[src/rtl/wb_stream_reader_mcfg.sv]
// Wishbone config block for a multi-channel stream reader.
// Global IRQ regs plus per-channel DMA setup and auto-restart.
module wb_stream_reader_mcfg #(
  parameter int WB_AW = 32,
  parameter int WB_DW = 32,
  parameter int NCH   = 2,
  parameter int BPW   = 4
) (
  input  logic                   wb_clk_i,
  input  logic                   wb_rst_ni,
  input  logic [7:0]             wb_adr_i,
  input  logic [WB_DW-1:0]       wb_dat_i,
  input  logic [WB_DW/8-1:0]     wb_sel_i,
  input  logic                   wb_we_i,
  input  logic                   wb_cyc_i,
  input  logic                   wb_stb_i,
  input  logic [2:0]             wb_cti_i,
  input  logic [1:0]             wb_bte_i,
  output logic [WB_DW-1:0]       wb_dat_o,
  output logic                   wb_ack_o,
  output logic                   wb_err_o,
  output logic                   irq,
  input  logic [NCH-1:0]         busy,
  output logic [NCH-1:0]         enable,
  input  logic [NCH*WB_DW-1:0]   tx_cnt,
  output logic [NCH*WB_AW-1:0]   start_adr,
  output logic [NCH*WB_AW-1:0]   buf_size,
  output logic [NCH*WB_AW-1:0]   burst_size
);

  typedef logic [NCH-1:0][WB_AW-1:0] adr_arr_t;

  logic [2:0]       slot;
  logic [2:0]       rsel;
  logic             req;
  logic             bad;
  logic             wr;
  logic [NCH-1:0]   evt;
  logic [NCH-1:0]   w1c;
  logic [NCH-1:0]   srst;
  logic [NCH-1:0]   sw_start;
  logic [WB_DW-1:0] rdata;
  logic             unused_ok;

  logic             ack_q, ack_d;
  logic             err_q, err_d;
  logic [WB_DW-1:0] dat_q, dat_d;
  logic [NCH-1:0]   busy_r_q, busy_r_d;
  logic [NCH-1:0]   stat_q, stat_d;
  logic [NCH-1:0]   mask_q, mask_d;
  logic [NCH-1:0]   cont_q, cont_d;
  logic [NCH-1:0]   en_q, en_d;
  adr_arr_t         sadr_q, sadr_d;
  adr_arr_t         bsz_q, bsz_d;
  adr_arr_t         brst_q, brst_d;

  assign slot = wb_adr_i[7:5];
  assign rsel = wb_adr_i[4:2];
  assign req  = wb_cyc_i & wb_stb_i & ~ack_q & ~err_q;
  assign bad  = slot > 3'(NCH);
  assign wr   = req & wb_we_i & ~bad;
  assign evt  = busy_r_q & ~busy;

  assign unused_ok = ^{wb_sel_i, wb_cti_i, wb_bte_i, wb_adr_i[1:0]};

  // Bus decode, register updates, event capture and restart pulses
  always_comb begin
    ack_d    = req & ~bad;
    err_d    = req & bad;
    dat_d    = dat_q;
    busy_r_d = busy;
    stat_d   = stat_q;
    mask_d   = mask_q;
    cont_d   = cont_q;
    en_d     = '0;
    sadr_d   = sadr_q;
    bsz_d    = bsz_q;
    brst_d   = brst_q;
    w1c      = '0;
    srst     = '0;
    sw_start = '0;
    rdata    = '0;

    if (slot == 3'd0) begin
      case (rsel)
        3'd0:    rdata = WB_DW'(stat_q);
        3'd1:    rdata = WB_DW'(mask_q);
        3'd2:    rdata = WB_DW'({16'h0001, 8'(BPW), 8'(NCH)});
        default: rdata = '0;
      endcase
      if (wr && rsel == 3'd0) w1c = wb_dat_i[NCH-1:0];
      if (wr && rsel == 3'd1) mask_d = wb_dat_i[NCH-1:0];
    end

    for (int c = 0; c < NCH; c++) begin
      if (slot == 3'(c + 1)) begin
        case (rsel)
          3'd0:    rdata = WB_DW'({cont_q[c], stat_q[c], busy_r_q[c]});
          3'd1:    rdata = WB_DW'(sadr_q[c]);
          3'd2:    rdata = WB_DW'(bsz_q[c]);
          3'd3:    rdata = WB_DW'(brst_q[c]);
          3'd4:    rdata = WB_DW'(tx_cnt[c*WB_DW +: WB_DW] * WB_DW'(BPW));
          default: rdata = '0;
        endcase
        if (wr) begin
          case (rsel)
            3'd0: begin
              if (wb_dat_i[2]) begin
                srst[c] = 1'b1;
              end else begin
                cont_d[c]   = wb_dat_i[1];
                sw_start[c] = wb_dat_i[0];
              end
            end
            3'd1:    sadr_d[c] = WB_AW'(wb_dat_i);
            3'd2:    bsz_d[c]  = WB_AW'(wb_dat_i);
            3'd3:    brst_d[c] = WB_AW'(wb_dat_i);
            default: ;
          endcase
        end
      end

      if (srst[c]) begin
        sadr_d[c] = '0;
        bsz_d[c]  = '0;
        brst_d[c] = '0;
        cont_d[c] = 1'b0;
      end
      stat_d[c] = evt[c] | (stat_q[c] & ~w1c[c] & ~srst[c]);
      en_d[c]   = ~srst[c] & (sw_start[c] | (evt[c] & cont_q[c]));
    end

    if (req) dat_d = bad ? '0 : rdata;
  end

  // State registers, cleared asynchronously
  always_ff @(posedge wb_clk_i or negedge wb_rst_ni) begin
    if (!wb_rst_ni) begin
      ack_q    <= 1'b0;
      err_q    <= 1'b0;
      dat_q    <= '0;
      busy_r_q <= '0;
      stat_q   <= '0;
      mask_q   <= '0;
      cont_q   <= '0;
      en_q     <= '0;
      sadr_q   <= '0;
      bsz_q    <= '0;
      brst_q   <= '0;
    end else begin
      ack_q    <= ack_d;
      err_q    <= err_d;
      dat_q    <= dat_d;
      busy_r_q <= busy_r_d;
      stat_q   <= stat_d;
      mask_q   <= mask_d;
      cont_q   <= cont_d;
      en_q     <= en_d;
      sadr_q   <= sadr_d;
      bsz_q    <= bsz_d;
      brst_q   <= brst_d;
    end
  end

  assign wb_ack_o   = ack_q;
  assign wb_err_o   = err_q;
  assign wb_dat_o   = dat_q;
  assign enable     = en_q;
  assign irq        = |(stat_q & mask_q);
  assign start_adr  = sadr_q;
  assign buf_size   = bsz_q;
  assign burst_size = brst_q;

endmodule

[config.mk]
export PLATFORM = sky130hd
export DESIGN_NAME = wb_stream_reader_mcfg
export DESIGN_NICKNAME = d
export VERILOG_FILES = /design/src/rtl/wb_stream_reader_mcfg.sv
export SDC_FILE = /design/constraint.sdc
export NUM_CORES = 1
export LEC_CHECK = 0
export BUFFER_PORTS_ARGS = -buffer_cell sky130_fd_sc_hd__buf_2
export CAP_MARGIN = 30
export CORE_MARGIN = 4
export CORE_UTILIZATION = 40
export CTS_CLUSTER_SIZE = 12
export DETAILED_ROUTE_END_ITERATION = 12
export SLEW_MARGIN = 20
export SYNTH_ARGS = -nofsm -noshare
export SYNTH_HDL_FRONTEND = slang
export SYNTH_SLANG_ARGS = --single-unit
[constraint.sdc]
create_clock -name wb_clk_i -period 2.08 [get_ports wb_clk_i]
set_input_delay 0.416 -clock wb_clk_i [delete_from_list [all_inputs] [get_ports wb_clk_i]]
set_output_delay 0.416 -clock wb_clk_i [all_outputs]
set_load 0.05 [all_outputs]
==> implementation parameters, run 1 <==
Parameter                              Value

Synth
  Main flop type after synthesis    sky130_fd_sc_hd__dfrtp_1
  Distinct cells, synth    56
  Number of enable flip-flop cells after synthesis    0
  Number of cells produced by synthesis    about 1,200
  Sequential area share after synthesis    47.4%
  Post-Synthesis Cell Area    0.0125 mm2
  Synthesized Nets    1,341
  Syn_area_per_cell    about 10 um2
  Count of state elements after synthesis    roughly 240
  Share of flip-flops with an asynchronous set or reset    between 90% and 100%
  Total number of yosys warnings    0

Critical path
  Worst Setup Path Type    register to register
  Flop2flop setup slack    0.13 ns
  Crit path capture type    register
  WP data required    between 2 and 3 ns
  Critical-path cell with the highest stage delay    sky130_fd_sc_hd__dfrtp_1
  Cell depth of the worst flop-to-flop path    7
  Reg2reg end    start_adr[47]
  Arrival time of data at the critical path endpoint    2.37 ns
  Highest cell delay on the worst timing path    0.39 ns
  Startpoint Class    register
  CP max FO    40
  Most frequent cell on the critical path    sky130_fd_sc_hd__buf_12
  Critical register-to-register path startpoint    wb_ack_o
  Cell breakdown of the critical path    and4bb_1 -> buf_12 -> nand3_2 -> nor4_4 -> buf_4 -> buf_12 -> nor2_1

Place
  Port bufs    333
  Estimated wirelength of the detail-placed design    31.9 mm
  Area post-placement    ~0.015 mm2
  Placer congestion estimate    ~0.82
  Placed instance count    about 1,900

Global routing
  Pin count of the biggest net entering global routing    63
  Total track usage    25.9%
  Wire length of the first global-routing pass    68.7 mm
  Overflow left after global routing    0
  Initial antenna violation count    6
  Via count of the first global-routing pass    11,242

Floorplanning
  Number of placement rows    64
  Die area    0.0341 mm2
  I/O pin count    349
  Effective utilization at floorplan    40.7%
  Area of the placeable core    0.0307 mm2
  Height of the chip    185 um
  Die extent in x    about 180 um

Power and ir drop
  Switch share    29.8%
  Relative contribution of the clock network to total power    42.2%
  Internal power contribution    roughly 8300 uW
  Static power due to leakage    0.00949 uW
  Power density over cell area    737 mW/mm2
  Combinational fraction of design power    16.2%
  Net Sw Power    ~3500 uW
  Overall power after layout    11,800 uW
  Worst IR drop on VDD    between 600 and 700 uV
  Share of power burned in registers    between 40% and 50%

STA
  Time the final worst path needs with I/O delays and setup    1.95 ns
  Setup repair after global routing missed its margin    no
  Slew HR    61.4%
  Setup violators final    0
  Final number of max-transition violations    0
  Final period util    a little over nine tenths
  Setup TNS Final    0 ns
  Worst-margin pin slew    0.580 ns
  Final Hold Viols    0
  Max Freq    between 500 and 600 MHz
  Worst Skew    between 0.01 and 0.015 ns

CTS
  Clock tree from TritonCTS    yes
  Largest buffer count on any clock path    3
  H-tree depth reported by CTS    1
  Buffers inserted during post-CTS setup optimization    0
  TritonCTS buffer count    28
  Post-cts repair resize count    0
  Cell chosen for the clock root    sky130_fd_sc_hd__clkbuf_16
  Number of hold-repair buffers added at the cts stage    2
  Clock-pin slew on the worst setup and hold paths    0.06 ns
  Clk_lat worst skew    0.55 ns
  Sink Count    236

Outcome
  Run status    complete, no violations

Hold path
  Cell depth of the worst hold path    3
  Critical hold path startpoint    wb_dat_i[11]
  Hold Path End    buf_size[11]
  Tightest Hold Check Type    primary input to register

Layout
  Most used cells in the layout excluding fill and tap cells    sky130_fd_sc_hd__buf_2 (329), sky130_fd_sc_hd__dfrtp_1 (236), sky130_fd_sc_hd__mux2i_1 (227), sky130_fd_sc_hd__nor2_1 (208), sky130_fd_sc_hd__a21oi_1 (75)
  Final design area excluding fillers    0.0161 mm2
  Most frequent standard cell in the layout excluding fill and tap cells    sky130_fd_sc_hd__buf_2
  Fraction of layout instances using a drive strength above 1    31.6%
  Post-Route Utilization    52.4%
  Area grow syn2layout    28.9%
  Nets    1,681
  Fin cells    1,979

Run
  Maximum capacitance violations    0

Detailed routing
  Antenna Nets Post-Route    0
  Via count normalized by instance count    5.62
  Drt pass-1 iters    5
  Remaining design rule violation count    0
  Initial DRC count    805
  Total number of vias    11,122
  Detail-routed net length per standard cell    23.1 um
  Post-detailed-routing wire length    45.7 mm
[sequential cells by signal, summed over array words and instances, names as in the netlist]
signal,count
cont_q,2
enable,2
mask_q,2
stat_q,2
burst_size,64
wb_err_o,1
start_adr,64
wb_ack_o,1
wb_dat_o,32
busy_r_q,2
buf_size,64
[cell type report]
class / count / area, um2
Antenna cell: 2 / 5.00
Clock buffer: 41 / 831
Clock inverter: 9 / 101
Fill cell: 2904 / 14600
Inverter: 6 / 22.5
Multi-Input combinational cell: 869 / 6060
Sequential cell: 236 / 5910
Tap cell: 396 / 495
Timing Repair Buffer: 420 / 2650
[cells by family (layout without fill, tap and decap cells)]
kind of cell    after synthesis  in the layout  share of synthesized area [%]
other cells                   0              2                              0
simple gates                391            391                           16.3
mux                         251            251                           20.8
buf+inv                     116            476                           4.48
flops                       236            236                           47.4
compound gates              227            227                           11.1
[Yosys cell counts, types with 8 or more instances]
master | number | area, um2
sky130_fd_sc_hd__a21oi_1 | 75 | 375
sky130_fd_sc_hd__a22oi_1 | 36 | 270
sky130_fd_sc_hd__and3_1 | 8 | 50.1
sky130_fd_sc_hd__buf_2 | 71 | 355
sky130_fd_sc_hd__clkbuf_1 | 26 | 97.6
sky130_fd_sc_hd__dfrtp_1 | 236 | 5910
sky130_fd_sc_hd__mux2_2 | 18 | 203
sky130_fd_sc_hd__mux2i_1 | 227 | 2270
sky130_fd_sc_hd__nand2_1 | 43 | 161
sky130_fd_sc_hd__nand3_1 | 11 | 55.1
sky130_fd_sc_hd__nand3b_1 | 74 | 556
sky130_fd_sc_hd__nor2_1 | 208 | 781
sky130_fd_sc_hd__o211ai_1 | 12 | 90.1
sky130_fd_sc_hd__o21ai_1 | 54 | 270
[how the worst max path moves through the flow]
| stage | end | from | cells past startpoint | slack (ns) |
|---|---|---|---|---|
| after global placement | wb_dat_o[12] | wb_adr_i[7] | 6 | 0.04 |
| final | start_adr[47] | wb_ack_o | 7 | 0.13 |
| after floorplan | buf_size[32] | wb_ack_o | 7 | 0.05 |
| after global routing | start_adr[47] | wb_ack_o | 7 | 0.04 |
| after CTS | burst_size[43] | wb_ack_o | 7 | 0.15 |
| after detailed placement | wb_dat_o[11] | wb_adr_i[7] | 6 | 0.03 |
[worst max-delay path, delay by kind of cell (launching register included)]
family / cells / cell delay [ns]
flops: 1 / 0.39
simple gates: 4 / 0.83
buf+inv: 3 / 0.55
[power by group through the flow]
stage	clock, uW	combinational, uW	sequential, uW
2_1_floorplan	0	558	5590
6_report	5000	1920	4930
5_1_grt	5300	2040	4950
3_5_place_dp	0	1910	5010
4_1_cts	5070	1920	4930
3_3_place_gp	0	1900	5000
[layer usage]
layer / vias to the layer above / share of wire [%] / track usage, %
li1: 5027 / - / -
met1: 5556 / 42 / 35.0
met2: 446 / 46 / 42.0
met3: 85 / 8.4 / 6.24
met4: 8 / 2.7 / 7.10
met5: - / 0.11 / 0
[per-stage QoR]
| step | hold WS (ns) | setup slack [ns] |
|---|---|---|
| 2_1_floorplan | 0.120 | 0.0500 |
| 3_3_place_gp | 0.416 | 0.0422 |
| 3_5_place_dp | 0.422 | 0.0318 |
| 4_1_cts | 0.00413 | 0.154 |
| 5_1_grt | 0.207 | 0.0407 |
| 6_report | 0.197 | 0.132 |
(Power assumes the default switching activity.)
==> run 2, diff against run 1 <==
CAP_MARGIN = 10   (was 30)
clock period = 2.3 ns   (was 2.08 ns; I/O delays follow)
==> implementation parameters, run 2 (same netlist as run 1, synthesis figures left out) <==
Parameter                              Value

Outcome
  Run status    complete, no violations

Layout
  Most used cells in the layout excluding fill and tap cells    sky130_fd_sc_hd__buf_2 (329), sky130_fd_sc_hd__dfrtp_1 (236), sky130_fd_sc_hd__mux2i_1 (227), sky130_fd_sc_hd__nor2_1 (208), sky130_fd_sc_hd__a21oi_1 (75)
  Nets    1,663 (-1.1%)
  Total area of sequential cells    0.00591 mm2 (unchanged)
  Fraction of layout instances using a drive strength above 1    30.8% (-0.79 points)
  Number of diodes    0 (-2)
  Combined area of the multi-input logic cells    0.00606 mm2 (unchanged)
  Final design area excluding fillers    0.0157 mm2 (-2.0%)
  Most frequent standard cell in the layout excluding fill and tap cells    sky130_fd_sc_hd__buf_2
  Fill cell total of the finished layout    2,881 (-0.79%)
  Area grow syn2layout    26.3%
  Post-Route Utilization    51.3% (-1.0 points)

Global routing
  Total track usage    25.7% (-0.20 points)
  Met2 routing resource usage after global routing    41.1% (-0.84 points)
  Via count of the first global-routing pass    10,945 (-2.6%)
  Initial antenna violation count    5 (-1)
  Grt met3 use    6.57% (+0.34 points)
  Global-route met1 utilization    35.4% (+0.40 points)
  Wire length of the first global-routing pass    68.0 mm (-1.1%)
  Overflow left after global routing    0 (unchanged)
  Pin count of the biggest net entering global routing    65 (+3.2%)
  Routing layer with the top usage in global route    met2

STA
  Final Hold Viols    0 (unchanged)
  Setup violators final    0 (unchanged)
  Slew HR    64.3% (+2.9 points)
  Slack of the critical path    0.311 ns (+0.179 ns)
  Worst Skew    0.0140 ns (+0.00294 ns)
  Time the final worst path needs with I/O delays and setup    1.99 ns (+0.0412 ns)
  Setup TNS Final    0 ns (unchanged)
  Final number of max-transition violations    0 (unchanged)
  Max Freq    503 MHz (-2.1%)
  Final period util    86.5% (-7.2 points)
  Worst-margin pin slew    0.536 ns (-0.0435 ns)
  Setup repair after global routing missed its margin    no

Floorplanning
  I/O pin count    349 (unchanged)
  Area of the placeable core    0.0307 mm2 (unchanged)
  Die area    0.0341 mm2 (unchanged)
  Number of placement rows    64 (unchanged)
  Height of the chip    185 um (unchanged)
  Effective utilization at floorplan    40.7% (unchanged)
  Die extent in x    185 um (unchanged)

Critical path
  Dominant delay contributor by cell family on the critical path    simple AND/OR/NAND/NOR gates
  Worst Setup Path Type    register to register
  Crit path capture type    register
  Combined buffer and inverter count along the critical path    1 (-2)
  Startpoint Class    register
  Arrival time of data at the critical path endpoint    2.41 ns (+0.04 ns)
  Highest cell delay on the worst timing path    0.42 ns (+0.03 ns)
  CP max FO    30 (-25%)
  Critical-path cell with the highest stage delay    sky130_fd_sc_hd__and4bb_1
  WP data required    2.72 ns (+0.22 ns)
  Cell breakdown of the critical path    and4bb_1 -> nand3_2 -> nor4_4 -> buf_4 -> nor2_1

CTS
  Sink Count    236 (unchanged)
  Clk_lat worst skew    0.56 ns (about the same)
  TritonCTS buffer count    28 (unchanged)
  Clock tree from TritonCTS    yes
  Clock-pin slew on the worst setup and hold paths    0.06 ns (about the same)
  Number of hold-repair buffers added at the cts stage    1 (-1)
  Cell chosen for the clock root    sky130_fd_sc_hd__clkbuf_16
  Buffers inserted during post-CTS setup optimization    0 (unchanged)
  Largest buffer count on any clock path    3 (unchanged)
  Post-cts repair resize count    0 (unchanged)
  H-tree depth reported by CTS    1 (unchanged)

Run
  Maximum capacitance violations    0 (unchanged)

Detailed routing
  Detail-routed net length per standard cell    23.2 um (+0.45%)
  Via count normalized by instance count    5.62 (about the same)
  Post-detailed-routing wire length    45.4 mm (-0.57%)
  Antenna Nets Post-Route    0 (unchanged)
  Total number of vias    11,010 (-1.0%)
  Initial DRC count    713 (-11%)
  Remaining design rule violation count    0 (unchanged)
  Drt pass-1 iters    5 (unchanged)

Place
  Setup slack at placement    0.155 ns (+0.124 ns)
  Area post-placement    0.0149 mm2 (-1.6%)
  Estimated wirelength of the detail-placed design    31.5 mm (-1.3%)
  Placer congestion estimate    0.837 (+1.9%)
  Port bufs    333 (unchanged)

Hold path
  Tightest Hold Check Type    primary input to register

Power and ir drop
  Overall power after layout    10,500 uW (-12%)
  Worst IR drop on VDD    564 uV (-13%)
  Power density over cell area    664 mW/mm2 (-9.9%)
  Static power due to leakage    0.00932 uW (-1.7%)
run 2: cell types whose count changed in the layout (fill, tap and decap cells not counted):
cell | before | now
sky130_fd_sc_hd__clkinv_8 | 0 | 1
sky130_fd_sc_hd__clkbuf_1 | 6 | 8
sky130_fd_sc_hd__clkbuf_8 | 6 | 8
sky130_fd_sc_hd__dlygate4sd3_1 | 3 | 1
sky130_fd_sc_hd__clkinvlp_4 | 1 | 0
sky130_fd_sc_hd__diode_2 | 2 | 0
sky130_fd_sc_hd__clkinv_4 | 1 | 0
sky130_fd_sc_hd__bufinv_16 | 2 | 0
sky130_fd_sc_hd__clkbuf_16 | 29 | 28
sky130_fd_sc_hd__buf_12 | 24 | 14
sky130_fd_sc_hd__buf_4 | 63 | 57
run 2: layout make-up:
type / count / area share, %
tap: 396 / 3.15
timing repair buffer: 402 / 15.1
clock inverter: 6 / 0.262
multi-input combinational: 869 / 38.5
inverter: 6 / 0.143
sequential: 236 / 37.5
clock buffer: 44 / 5.34
run 2: metrics by stage:
step	hold slack, ns	instances
floorplan	0.164	1221
global placement	0.456	1908
detailed placement	0.456	1908
CTS	0.0346	1959
global route	0.0481	1959
finish	0.0551	1959
run 2: final timing paths:
kind / cells after the start / slack, ns / from / to
worst max-delay path: 5 / 0.31 / wb_ack_o / burst_size[49]
worst min-delay path: 1 / 0.06 / busy[1] / busy_r_q[1]
worst max register to register: 5 / 0.31 / wb_ack_o / burst_size[49]
worst min register to register: 2 / 0.48 / wb_dat_o[27] / wb_dat_o[27]
max in group asynchronous: 3 / 1.12 / wb_rst_ni / start_adr[19]
min in group asynchronous: 2 / 0.48 / wb_rst_ni / start_adr[3]
run 2: worst reg2reg max path: cells and delay by family (launching register included):
| kind | cells | cell delay, ns |
|---|---|---|
| simple gates | 4 | 1.07 |
| buf+inv | 1 | 0.41 |
| flops | 1 | 0.39 |
run 2: where the power goes:
| part | internal [uW] | switching (uW) | total [uW] | leakage, uW |
|---|---|---|---|---|
| registers | 4310 | 141 | 4460 | 0.00325 |
| logic | 477 | 1230 | 1710 | 0.00564 |
| clock network | 2490 | 1800 | 4290 | 0.000438 |
run 2: per-layer routing:
layer  share of wire, %  up-vias
met1                 43     5489
met2                 46      436
met4                2.5       10
met3                8.4       78
met5               0.13        -
li1                   -     4997
==> run 3, diff against run 2 <==
GPL_TIMING_DRIVEN = 0   (was not set)
clock period = 2.28 ns   (was 2.3 ns; I/O delays follow)
==> implementation parameters, run 3 (same netlist as run 1, synthesis figures left out) <==
Parameter                              Value

Critical path
  Worst Setup Path Type    register to register
  Reg2reg end    wb_dat_o[27]
  Crit path capture type    register
  Most frequent cell on the critical path    sky130_fd_sc_hd__buf_2
  Dominant delay contributor by cell family on the critical path    buffers and inverters
  Critical-path cell with the highest stage delay    sky130_fd_sc_hd__dfrtp_1
  Cell depth of the worst flop-to-flop path    6 (+1)
  Highest cell delay on the worst timing path    0.39 ns (-0.03 ns)
  Cell breakdown of the critical path    and4bb_1 -> buf_2 -> buf_2 -> nand3_1 -> buf_2 -> o31ai_1
  Flop2flop setup slack    0.05 ns (-0.26 ns)
  Arrival time of data at the critical path endpoint    2.67 ns (+0.26 ns)
  Combined buffer and inverter count along the critical path    3 (+2)
  Critical register-to-register path startpoint    wb_ack_o
  Startpoint Class    register
  CP max FO    10 (-67%)
  WP data required    2.73 ns (about the same)

Global routing
  Total track usage    31.6% (+5.8 points)
  Global-route met1 utilization    43.1% (+7.6 points)
  Overflow left after global routing    0 (unchanged)
  Pin count of the biggest net entering global routing    88 (+35%)
  Grt met3 use    7.52% (+0.95 points)
  Via count of the first global-routing pass    11,518 (+5.2%)
  Initial antenna violation count    9 (+4)
  Met2 routing resource usage after global routing    49.8% (+8.7 points)
  Routing layer with the top usage in global route    met2
  Wire length of the first global-routing pass    78.8 mm (+16%)

Floorplanning
  Area of the placeable core    0.0307 mm2 (unchanged)
  Die extent in x    185 um (unchanged)
  Number of placement rows    64 (unchanged)
  Effective utilization at floorplan    40.7% (unchanged)
  I/O pin count    349 (unchanged)
  Die area    0.0341 mm2 (unchanged)
  Height of the chip    185 um (unchanged)

Detailed routing
  Via count normalized by instance count    5.96 (+6.0%)
  Total number of vias    11,912 (+8.2%)
  Initial DRC count    1,054 (+48%)
  Post-detailed-routing wire length    55.9 mm (+23%)
  Detail-routed net length per standard cell    27.9 um (+21%)
  Antenna Nets Post-Route    0 (unchanged)
  Drt pass-1 iters    5 (unchanged)
  Remaining design rule violation count    0 (unchanged)

Layout
  Nets    1,704 (+2.5%)
  Fraction of layout instances using a drive strength above 1    30.9% (+0.16 points)
  Most used cells in the layout excluding fill and tap cells    sky130_fd_sc_hd__buf_2 (396), sky130_fd_sc_hd__dfrtp_1 (236), sky130_fd_sc_hd__mux2i_1 (227), sky130_fd_sc_hd__nor2_1 (208), sky130_fd_sc_hd__a21oi_1 (75)
  Area grow syn2layout    24.9%
  Fill cell total of the finished layout    3,001 (+4.2%)
  Most frequent standard cell in the layout excluding fill and tap cells    sky130_fd_sc_hd__buf_2

Hold path
  Cell depth of the worst hold path    1 (unchanged)
  Critical hold path startpoint    busy[0]
  Tightest Hold Check Type    primary input to register
  Hold Path End    busy_r_q[0]

Power and ir drop
  Power density over cell area    675 mW/mm2 (+1.7%)
  Net Sw Power    3280 uW (+3.2%)
  Combinational fraction of design power    17.0% (+0.6 points)
  Static power due to leakage    0.00932 uW (about the same)
  Switch share    31.2% (+0.81 points)
  Share of power burned in registers    42.9% (+0.3 points)
  Internal power contribution    7240 uW (-0.62%)
  Worst IR drop on VDD    459 uV (-19%)
  Relative contribution of the clock network to total power    40.2% (-0.8 points)

Outcome
  Run status    complete, no violations

STA
  Worst-margin pin slew    0.962 ns (+0.426 ns)
  Setup repair after global routing missed its margin    yes
  Slack of the critical path    0.0535 ns (-0.258 ns)
  Max Freq    449 MHz (-11%)
  Final Hold Viols    0 (unchanged)
  Final period util    97.7% (+11 points)
  Final number of max-transition violations    0 (unchanged)
  Hold Worst Slack    0.0553 ns (+0.000138 ns)
  Worst Skew    0.00879 ns (-0.00523 ns)
  Slew HR    35.9% (-28 points)
  Time the final worst path needs with I/O delays and setup    2.23 ns (+0.238 ns)
  Setup violators final    0 (unchanged)

Place
  Placer congestion estimate    0.938 (+12%)
  Estimated wirelength of the detail-placed design    40.0 mm (+27%)
  Setup slack at placement    -0.456 ns (-0.611 ns)
  Port bufs    330 (-0.90%)

Run
  Maximum capacitance violations    0 (unchanged)

CTS
  Clk_lat worst skew    0.55 ns (about the same)
  Clock tree from TritonCTS    yes
  TritonCTS buffer count    27 (-3.6%)
  Cell chosen for the clock root    sky130_fd_sc_hd__clkbuf_16
  H-tree depth reported by CTS    1 (unchanged)
  Clock-pin slew on the worst setup and hold paths    0.06 ns (about the same)
  Sink Count    236 (unchanged)
  Largest buffer count on any clock path    3 (unchanged)
-- run 3: routing by layer --
layer | wire length, um | up-vias
met5 | 102 | -
met4 | 2140 | 16
met3 | 5650 | 157
met2 | 25400 | 739
met1 | 22600 | 5918
li1 | - | 5082
-- run 3: repair_timing --
| action | 4_1_cts | 5_1_grt |
|---|---|---|
| pin swaps | 0 | 2 |
| buffers inserted | 0 | 2 |
| hold buffers | 1 | 0 |
| endpoints found under the setup margin | 93 | 59 |
| gates resized for setup | 12 | 3 |
| cloned | 0 | 0 |
| hold endpoints to repair | 73 | 0 |
-- run 3: final cells by class --
class	instances	area, um2	share of cell area (%)
inverter	6	22.5	0.145
buffer	109	559	3.59
clock buffer	39	771	4.95
antenna	4	10.0	0.0643
sequential	236	5910	37.9
tap	396	495	3.18
multi-input combinational	869	6010	38.6
clock inverter	6	60.1	0.386
timing repair buffer	335	1740	11.2
-- run 3: power by group through the flow --
stage	Sequential, uW	Clock, uW	Combinational [uW]
final	4510	4230	1780
after global routing	4520	4440	1870
after CTS	4510	4250	1770
after detailed placement	4580	0	1760
after global placement	4580	0	1740
after floorplan	5100	0	509
-- run 3: how the worst max path moves through the flow --
| stage | from | depth (start not counted) | to | slack [ns] |
|---|---|---|---|---|
| detailed placement | wb_adr_i[2] | 6 | start_adr[46] | -0.46 |
| global route | wb_ack_o | 6 | wb_dat_o[15] | -0.03 |
| floorplan | wb_ack_o | 7 | buf_size[32] | 0.25 |
| finish | wb_ack_o | 6 | wb_dat_o[27] | 0.05 |
| global placement | wb_rst_ni | 1 | burst_size[46] | -3.80 |
| CTS | wb_ack_o | 6 | wb_dat_o[27] | 0.02 |
-- run 3: through the flow --
| stage | std cells | utilization [%] | power (uW) | cell area (um2) | setup TNS (ns) |
|---|---|---|---|---|---|
| 3_3_place_gp | 1947 | 47.7 | 6310 | 14600 | -948.73 |
| 5_1_grt | 1996 | 50.8 | 10800 | 15600 | -0.181 |
| 3_5_place_dp | 1949 | 47.9 | 6340 | 14700 | -58.16 |
| 2_1_floorplan | 1221 | - | 5610 | 12500 | 0 |
| 6_report | 2000 | 50.8 | 10500 | 15600 | 0 |
| 4_1_cts | 1995 | 50.7 | 10500 | 15500 | 0 |
